**src/rtl/imem_boot_loader_pkg.sv**
```systemverilog
`default_nettype none
// ============================================================================
// imem_boot_loader_pkg : shared state encoding and constants for the boot loader
// Revision 1.0
// ============================================================================
package imem_boot_loader_pkg;

    localparam int          DEPTH_DEFAULT = 64;
    localparam logic [31:0] NOP_INSTR     = 32'h0000_0013;

    typedef enum logic [2:0] {
        ST_IDLE  = 3'd0,
        ST_LOAD  = 3'd1,
        ST_CHECK = 3'd2,
        ST_DONE  = 3'd3,
        ST_ERROR = 3'd4
    } state_t;

endpackage
`default_nettype wire

```
**src/rtl/imem_boot_loader_if.sv**
```systemverilog
`default_nettype none
// ============================================================================
// imem_boot_loader_if : valid/ready byte stream carrying the program image
// Revision 1.0
// ============================================================================
interface imem_boot_loader_if;

    logic       in_valid;
    logic [7:0] in_data;
    logic       in_ready;

    modport master (output in_valid, output in_data, input  in_ready);
    modport slave  (input  in_valid, input  in_data, output in_ready);

endinterface
`default_nettype wire

```
**src/rtl/imem_boot_loader_ram.sv**
```systemverilog
`default_nettype none
// ============================================================================
// imem_ram : DEPTH x 32 instruction RAM, synchronous write, asynchronous read
// Revision 1.0
// ============================================================================
module imem_ram
    import imem_boot_loader_pkg::*;
#(
    parameter int DEPTH = DEPTH_DEFAULT,
    parameter int AW    = 6
) (
    input  wire logic          clk,
    input  wire logic          we,
    input  wire logic [AW-1:0] waddr,
    input  wire logic [31:0]   wdata,
    input  wire logic [AW-1:0] raddr,
    output logic      [31:0]   rdata
);

    logic [31:0] r_mem [DEPTH];

    // Contents deliberately survive reset so a stale image stays fetchable
    always_ff @(posedge clk) begin
        if (we) begin
            r_mem[waddr] <= wdata;
        end
    end

    assign rdata = r_mem[raddr];

endmodule
`default_nettype wire

```
**src/rtl/imem_boot_loader.sv**
```systemverilog
`default_nettype none
// ============================================================================
// imem_boot_loader : framed byte-stream loader feeding the instruction RAM,
//                    gating the core until a checksummed image is in place
// Revision 1.0
// ============================================================================
module imem_boot_loader
    import imem_boot_loader_pkg::*;
#(
    parameter int DEPTH   = DEPTH_DEFAULT,
    parameter int FADDR_W = 8
) (
    input  wire logic               clk,
    input  wire logic               rst_n,
    imem_boot_loader_if.slave       ld,
    input  wire logic               reload,
    input  wire logic [FADDR_W-1:0] fetch_addr,
    output logic      [31:0]        fetch_instr,
    output logic                    core_run,
    output logic                    load_done,
    output logic                    load_err,
    output logic      [6:0]         words_loaded
);

    localparam int AW = (DEPTH > 1) ? $clog2(DEPTH) : 1;

    state_t          r_state;
    state_t          w_state_nxt;
    logic            r_live;
    logic [1:0]      r_byte_cnt;
    logic [AW-1:0]   r_word_idx;
    logic [AW-1:0]   r_last_idx;
    logic [7:0]      r_xor;
    logic [23:0]     r_asm;
    logic [6:0]      r_words;

    logic            w_accept;
    logic            w_hdr_ok;
    logic            w_ram_we;
    logic            w_fetch_ok;
    logic [31:0]     w_hdr32;
    logic [31:0]     w_fidx32;
    logic [31:0]     w_ram_rdata;
    logic [AW-1:0]   w_raddr;
    logic            unused_fetch_lsb;

    // r_live keeps in_ready low until the first edge after reset release
    assign ld.in_ready = r_live && (r_state inside {ST_IDLE, ST_LOAD, ST_CHECK});
    assign w_accept    = ld.in_valid && ld.in_ready;

    assign w_hdr32  = {24'd0, ld.in_data};
    assign w_hdr_ok = (w_hdr32 != 32'd0) && (w_hdr32 <= 32'(DEPTH));
    assign w_ram_we = w_accept && (r_state == ST_LOAD) && (r_byte_cnt == 2'd3);

    always_comb begin
        w_state_nxt = r_state;
        case (r_state)
            ST_IDLE: begin
                if (w_accept) begin
                    w_state_nxt = w_hdr_ok ? ST_LOAD : ST_ERROR;
                end
            end
            ST_LOAD: begin
                if (w_ram_we && (r_word_idx == r_last_idx)) begin
                    w_state_nxt = ST_CHECK;
                end
            end
            ST_CHECK: begin
                if (w_accept) begin
                    w_state_nxt = (ld.in_data == r_xor) ? ST_DONE : ST_ERROR;
                end
            end
            ST_DONE, ST_ERROR: begin
                if (reload) begin
                    w_state_nxt = ST_IDLE;
                end
            end
            default: w_state_nxt = ST_IDLE;
        endcase
    end

    always_ff @(posedge clk or negedge rst_n) begin
        if (!rst_n) begin
            r_state    <= ST_IDLE;
            r_live     <= 1'b0;
            r_byte_cnt <= 2'd0;
            r_word_idx <= '0;
            r_last_idx <= '0;
            r_xor      <= 8'd0;
            r_asm      <= 24'd0;
            r_words    <= 7'd0;
        end else begin
            r_live  <= 1'b1;
            r_state <= w_state_nxt;
            if (w_accept) begin
                case (r_state)
                    ST_IDLE: begin
                        r_byte_cnt <= 2'd0;
                        r_word_idx <= '0;
                        r_xor      <= 8'd0;
                        r_words    <= 7'd0;
                        r_last_idx <= AW'(w_hdr32 - 32'd1);
                    end
                    ST_LOAD: begin
                        r_xor      <= r_xor ^ ld.in_data;
                        r_byte_cnt <= r_byte_cnt + 2'd1;
                        // Lane 3 is never stored: it goes straight into the RAM write
                        case (r_byte_cnt)
                            2'd0:    r_asm[7:0]   <= ld.in_data;
                            2'd1:    r_asm[15:8]  <= ld.in_data;
                            2'd2:    r_asm[23:16] <= ld.in_data;
                            default: begin
                                r_word_idx <= r_word_idx + AW'(1);
                                r_words    <= r_words + 7'd1;
                            end
                        endcase
                    end
                    default: ;
                endcase
            end
        end
    end

    imem_ram #(
        .DEPTH (DEPTH),
        .AW    (AW)
    ) u_ram (
        .clk   (clk),
        .we    (w_ram_we),
        .waddr (r_word_idx),
        .wdata ({ld.in_data, r_asm}),
        .raddr (w_raddr),
        .rdata (w_ram_rdata)
    );

    assign w_fidx32         = 32'(fetch_addr[FADDR_W-1:2]);
    assign w_raddr          = w_fidx32[AW-1:0];
    assign w_fetch_ok       = (w_fidx32 < 32'(DEPTH));
    assign unused_fetch_lsb = ^fetch_addr[1:0];

    assign core_run     = (r_state == ST_DONE);
    assign load_done    = (r_state == ST_DONE);
    assign load_err     = (r_state == ST_ERROR);
    assign words_loaded = r_words;
    assign fetch_instr  = (core_run && w_fetch_ok) ? w_ram_rdata : NOP_INSTR;

endmodule
`default_nettype wire
```
**src/flat_wrapper.sv**
```systemverilog
// flat-port wrapper written by rule: the top's interface ports become plain ports
module imem_boot_loader_flat import imem_boot_loader_pkg::*;
#(
    parameter int DEPTH   = DEPTH_DEFAULT,
    parameter int FADDR_W = 8
)
  (clk, rst_n, reload, fetch_addr, fetch_instr, core_run, load_done, load_err, words_loaded, ld_in_valid, ld_in_data, ld_in_ready);
  imem_boot_loader_if ld_i ();
  input  wire logic clk;
  input  wire logic rst_n;
  input  wire logic reload;
  input  wire logic [FADDR_W-1:0] fetch_addr;
  output logic      [31:0] fetch_instr;
  output logic core_run;
  output logic load_done;
  output logic load_err;
  output logic      [6:0] words_loaded;
  input wire logic [$bits(ld_i.in_valid)-1:0] ld_in_valid;
  input wire logic [$bits(ld_i.in_data)-1:0] ld_in_data;
  output wire logic [$bits(ld_i.in_ready)-1:0] ld_in_ready;
  assign ld_i.in_valid = ld_in_valid;
  assign ld_i.in_data = ld_in_data;
  assign ld_in_ready = ld_i.in_ready;
  imem_boot_loader #(.DEPTH(DEPTH), .FADDR_W(FADDR_W)) u_core (.clk(clk), .rst_n(rst_n), .ld(ld_i), .reload(reload), .fetch_addr(fetch_addr), .fetch_instr(fetch_instr), .core_run(core_run), .load_done(load_done), .load_err(load_err), .words_loaded(words_loaded));
endmodule
```
**config.mk**
```make
export PLATFORM = sky130hd
export DESIGN_NAME = imem_boot_loader_flat
export DESIGN_NICKNAME = d
export VERILOG_FILES = /design/src/rtl/imem_boot_loader_pkg.sv /design/src/rtl/imem_boot_loader_if.sv /design/src/rtl/imem_boot_loader_ram.sv /design/src/rtl/imem_boot_loader.sv /design/src/flat_wrapper.sv
export SDC_FILE = /design/constraint.sdc
export NUM_CORES = 2
export LEC_CHECK = 0
export CORE_ASPECT_RATIO = 0.75
export CORE_MARGIN = 1
export CORE_UTILIZATION = 36
export DETAILED_ROUTE_END_ITERATION = 8
export PLACE_DENSITY = 0.55
export REMOVE_ABC_BUFFERS = 1
export SLEW_MARGIN = 0
export SYNTH_ARGS = -nofsm -noshare
export SYNTH_HDL_FRONTEND = slang
export SYNTH_SLANG_ARGS = --single-unit
export TNS_END_PERCENT = 1
```
**constraint.sdc**
```tcl
create_clock -name clk -period 5.5 [get_ports clk]
set_input_delay 0.55 -clock clk [delete_from_list [all_inputs] [get_ports clk]]
set_output_delay 0.55 -clock clk [all_outputs]
set_load 0.01 [all_outputs]
```
* Yosys cells after proc, flatten, opt, wreduce, memory -nomap -nowiden
Memory sizes are Yosys's and may differ from the RTL's.
Cells that the tools add are included.
W data, S select, Z words.
** Storage, ports and cells
- Bits in registers :: 57
- Bits in writable memories :: 2048
- Bits of input ports :: 20
- Output and inout port bits :: 43
- Logic and storage cells :: 69
- Memories :: 1
** Memories
- u_core.u_ram.r_mem :: depth 64, bits a word 32, read ports 1, clocked after Yosys merged registers in 0, write ports 1, RTL line imem_boot_loader_ram.sv:20 : logic [31:0] r_mem [DEPTH];
** Operators by class
- Add/subtract/negate cells :: 4
- $lt $le $gt $ge :: 2
- Equal/unequal tests :: 14
- Muxes and demuxes :: 16
- Bitwise operators :: 1
- Reductions and logical operators :: 21
** Operator list (count)
- $mux W32 :: 1
- $reduce_bool A32 Y1 :: 1
- $mux W3 :: 6
- $pmux W8 S2 :: 1
- $pmux W7 S2 :: 1
- $pmux W3 S4 :: 1
- $pmux W6 S2 :: 1
- $reduce_and A3 Y1 :: 4
- $eq A8 B8 Y1 :: 1
- $le A8 B7 Y1 const B :: 1
- $xor A8 B8 Y8 :: 1
- $add A7 B1 Y7 const B :: 1
- $logic_and A1 B1 Y1 :: 7
- $lt A6 B7 Y1 const B :: 1
- $mux W7 :: 1
- $add A6 B1 Y6 const B :: 1
- $eq A3 B2 Y1 const B :: 2
- $eq A6 B6 Y1 :: 1
- $mux W6 :: 1
- $ne A2 B2 Y1 const B :: 3
- $sub A6 B1 Y6 const B :: 1
- $eq A2 B2 Y1 const B :: 2
- $ne A2 B1 Y1 const B :: 2
- $pmux W2 S2 :: 1
- 13 further kinds :: 15

* Logic depth before layout (Yosys ltp)
- Depth after elaboration :: 9
- Depth in mapped cells :: 10
- Depth with buffers taken out :: 6

* Cells and area by module
A second synthesis with hierarchy kept.
** Unflattened totals
- Cells, all modules :: 3603
- Area, all modules :: 81003.9 um2
** Modules (own cells, without submodules)
- imem_ram :: times used 1, cells each 3292, area an instance 77874.7 um2, sequential area each 61499.0 um2
- imem_boot_loader :: times used 1, cells each 311, area an instance 3129.3 um2, sequential area each 1426.4 um2

* Worst setup path before layout
OpenSTA, ideal clock, no wires.
- Kind :: reg-to-reg
- From :: register u_core.r_state[1]
- To :: memory u_core.u_ram.r_mem[62][0] (enable)
- Library setup time :: 421 ps
- Arrival :: 3085 ps
- Setup slack :: 1994 ps
- Cell stages (with the launch flop) :: 8
- Path buffers :: 2
- Clock period less this slack :: 3506 ps
- Path through :: dfrtp_1 > clkbuf_1 > nor3b_1 > and4_1 > clkbuf_1 > nor2b_1 > nand3_1 > nor2_1
** On the way
- Longest elaborated chain between the ends :: 8
- Elaborated cells on any way between the ends :: 10
** RTL lines
- from (decl) :: RTL line imem_boot_loader.sv:27 : state_t r_state;
- from (signal assigned) :: RTL line imem_boot_loader.sv:94 : r_state <= w_state_nxt;
- $eq A3 B1 Y1 (tied with other cells) :: RTL line imem_boot_loader.sv:48, imem_boot_loader.sv:53
- $reduce_bool A3 Y1 :: RTL line imem_boot_loader.sv:48 : assign ld.in_ready = r_live && (r_state inside {ST_IDLE, ST_LOAD, ST_CHECK});
- $logic_and A1 B1 Y1 :: RTL line imem_boot_loader.sv:48
- $logic_and A1 B1 Y1 :: RTL line imem_boot_loader.sv:49 : assign w_accept = ld.in_valid && ld.in_ready;
- $logic_and A1 B1 Y1 (*) (2 in series) :: RTL line imem_boot_loader.sv:53 : assign w_ram_we = w_accept && (r_state == ST_LOAD) && (r_byte_cnt == 2'd3);
- $mux W1 (*) :: RTL line imem_boot_loader_ram.sv:24 : if (we) begin
- $mux W1 (implied by the code) (*) :: RTL line imem_boot_loader_ram.sv:25 : r_mem[waddr] <= wdata;
- to (decl) :: RTL line imem_boot_loader_ram.sv:20
Mark *: on every way between the ends. The rest lies on a longest branch, timed or not.

* Final worst setup path
- From :: register u_core.r_state[0]
- To :: output port fetch_instr[10]
** On the way
- Longest elaborated chain between the ends :: 3
** RTL lines
- $eq A3 B2 Y1 :: RTL line imem_boot_loader.sv:141 : assign core_run = (r_state == ST_DONE);
- $logic_and A1 B1 Y1 :: RTL line imem_boot_loader.sv:145 : assign fetch_instr = (core_run && w_fetch_ok) ? w_ram_rdata : NOP_INSTR;
- $mux W32 :: RTL line imem_boot_loader.sv:145
- to (decl) :: RTL line flat_wrapper.sv:13 : output logic [31:0] fetch_instr;
No other way between the ends.

==> flow_metrics.tcl <==
set metrics [dict create \
    tightest_slew_ns 1.326 \
    routed-via-count 38960 \
    path_cells "nand3b_1 -> buf_4 -> inv_1 -> nand2_1 -> nor2_1 -> buf_4 -> a22oi_1 -> o21ai_1 -> clkdlybuf4s50_1" \
    gp_congestion 0.7625 \
    max_cap_viol_count 0 \
    setup_violations 0 \
    fin_tns_setup_ns 0 \
    coreArea_sq_um 223500 \
    combinationalPowerShare_pct 4.7 \
    floorplan.io_pins 63 \
    clock_sinks 2105 \
    worst_path_slowest_cell "dfrtp_1" \
    ys_flop_type "edfxtp_1" \
    timing.final.crit_period_ns 5.062 \
    place.detailed.hpwl_mm 126.2 \
    synth_top_cells_by_area "edfxtp_1 (76%), mux4_2 (16%), dfrtp_1 (1.8%), mux2i_1 (1.5%), nor2_1 (0.52%)" \
    grt_antenna_before_repair 7 \
    worstSkewPairLatency_ns 0.84 \
    synth_top_cell_area_share_pct 75.76 \
    cts_max_path_buffers 4 \
    achievable-frequency_mhz 197.5 \
    timing_hold_violations_final 0 \
    timing.critical_path.required_ns 4.95 \
    portBuffers 60 \
    start_kind "register" \
    tritoncts "done" \
    syn_avg_cell_area_sq_um 22.95 \
    grt_pass1_wl_mm 308.5 \
    ant_nets 0 \
    drc 0 \
    synth_edf_count 2048 \
    crit_path_frequent_cell "buf_4" \
    timing.final.max_slew_violations 0 \
    cts_post_setup_buffers_inserted 0 \
    synthCells 3537 \
    detail_route.wl_per_cell_microns 32.14 \
    yosysWarnings 0 \
    yosys.area_share.simple_pct 1.605 \
    synth_top_cells_by_count "edfxtp_1 (2048), mux4_2 (563), mux2i_1 (124)" \
    initial_utilization_pct 36.32 \
    die-area_sq_um 227400 \
    synth-adder-area-share_pct 0.1233 \
    post_cts_resized 0 \
    slew_headroom_pct 11.39 \
    cts_hold_buffers 1 \
    worst_setup_hold_path_clk_slew_ns 0.06 \
    number_of_unique_standard_cell_types_used_by_synthesis 57 \
    r2r_setup_slack_ns 1.15 \
    grt_pass1_vias 38760 \
    reported_net_switching_power_mw 7.840 \
    timing.final.crit_share_pct 92.04 \
    status "finished clean" \
    cp_max_fo 18 \
    grt_start_max_net_pins 68 \
    grt_remaining_overflow 0 \
    netlist_area_before_placement_sq_um 81180 \
    internal_power_mw 26.75 \
    routed_wl_mm 223.0 \
    die_w_microns 550.3 \
    met1_usage_pct 29.54 \
    synth_seq_cells 2105 \
    timing.critical_path.arrival_ns 4.51 \
    cpLargestDelayFamily "buffers and inverters" \
    synthXorXnorAreaFrac_pct 0.2482 \
    crit_buf_inv 4 \
    fin_nets 3843 \
    power.clock.fraction_pct 38.1 \
    cts_root_buffer "clkbuf_16" \
    use_met3_pct 4.010 \
    synth_compound_gate_area_share_pct 1.557 \
    numCtsBuffers 203 \
    synth.yosys.seq_area_share_pct 77.52 \
    synth.area.mux_share_pct 17.58 \
    htree_num_levels 4 \
    final_core_util_pct 41.69 \
    cp_slowest_stage_delay_ns 0.71 \
    drive_gt1_share_pct 29.28 \
    finClkSkew_ns 0.05271 \
    p_per_area_nw_per_um2 371.2 \
    global_route.usage.total_pct 19.53 \
    critPathCaptureType "output port" \
    switching_share_pct 22.67 \
    areaGrowthSynthToFinish_pct 14.79 \
    synth.most_common_cell "edfxtp_1" \
    power.leakage_nw 29.11 \
    min_path_type "in2reg" \
    grt_setup_unrepaired "false" \
    vdd.ir_drop.worst_uv 282.4 \
    first_iter_violations 5329 \
    global_route.usage.met2_pct 29.01 \
    pwr-share-seq_pct 57.2 \
    critical_setup_path_class "reg2out" \
    detail_route.first_pass.iterations 7 \
    largest_family_of_logic_cells_by_synthesized_area "multiplexers" \
    async_reset_ff_share_pct 2.708 \
    std_cell_rows 150 \
    synth_top_area_cell "edfxtp_1" \
    most_crowded_layer_gr "met1" \
    fp.dieH_microns 413.2 \
    viasPerCell 5.616 \
]
-- metal layers --
layer | share of wire, % | vias to the layer above
met2 | 45 | 1744
met4 | 2.0 | 2
li1 | - | 15590
met5 | 0.0049 | -
met3 | 8.6 | 265
met1 | 44 | 21360
-- final cells by class --
class,count,area [sq um]
diodes,4,10.01
clock buffers,255,5338
clock inverters,104,755.7
fillers,19190,130300
inverters,17,66.31
multi-input cells,1227,17620
flip-flops and latches,2105,62950
well taps,2964,3709
repair buffers,261,2729
-- through the flow --
step	instances	total power, mW	hold WS [ns]	area, sq um	setup slack, ns
2_1_floorplan	3349	20.50	0.2544	80130	2.002
3_3_place_gp	6573	21.66	0.4867	87070	0.7778
3_5_place_dp	6573	21.77	0.4956	87070	0.8388
6_report	6937	34.59	0.2249	93180	0.4379
4_1_cts	6933	34.85	0.1648	93170	0.3564
5_1_grt	6934	35.63	0.2050	93170	0.2914
-- cell families after synthesis --
kind of cell               after synthesis
AOI/OAI and AO/OA                      194
adders and majority gates                8
buffers and inverters                  205
xor gates and xnor gates                23
other                                    1
DFF                                   2105
and+or+nand+nor                        283
muxes                                  718
-- path summary, 6_finish.rpt --
path | cells after the start | startpoint | end
max in group asynchronous | 3 | rst_n | u_core.r_asm[22]
worst min register to register | 1 | u_core.r_asm[5] | u_core.r_asm[5]
min in group asynchronous | 3 | rst_n | u_core.r_asm[5]
worst max-delay path | 9 | u_core.r_state[0] | fetch_instr[10]
worst max register to register | 6 | u_core.r_state[0] | u_core.u_ram.r_mem[31][19]
worst min-delay path | 2 | ld_in_data[5] | u_core.r_asm[13]
-- sequential cells by signal, summed over array words and instances (netlist names) --
register,flops
u_core.r_asm,24
u_core.r_byte_cnt,2
u_core.r_last_idx,6
u_core.r_live,1
u_core.r_state,3
u_core.r_word_idx,6
u_core.r_xor,8
u_core.u_ram.r_mem,2048
u_core.words_loaded,7
-- power groups by stage --
| stage | logic, mW | registers [mW] | clock network (mW) |
|---|---|---|---|
| floorplan | 0.715 | 19.8 | 0 |
| global placement | 1.61 | 20.1 | 0 |
| detailed placement | 1.65 | 20.1 | 0 |
| CTS | 1.65 | 19.8 | 13.4 |
| global route | 1.75 | 19.9 | 14.0 |
| finish | 1.63 | 19.8 | 13.2 |
-- layout by cell type, fill, tap and decap left out, drive strengths merged, types with 3 or more instances in the layout --
cell type,n
edfxtp,2048
a22o,9
nor2b,13
clkinvlp,7
dfrtp,57
nand2b,15
mux4,563
nor4,9
inv,21
ha,8
o31a,3
mux2i,124
nor2,113
xor2,11
a22oi,27
o31ai,3
clkdlybuf4s50,46
bufinv,9
nand2,64
clkbuf,255
clkinv,84
buf,214
a31oi,10
mux2,31
or2,4
xnor2,12
diode,4
nor3,17
nand4,5
nand3,23
o21ai,42
o22ai,33
a21oi,29
o211ai,11
a211oi,9
or3,3
and3,4
nand3b,4
a221oi,6
Note: power is estimated with default switching activity, not from simulation.
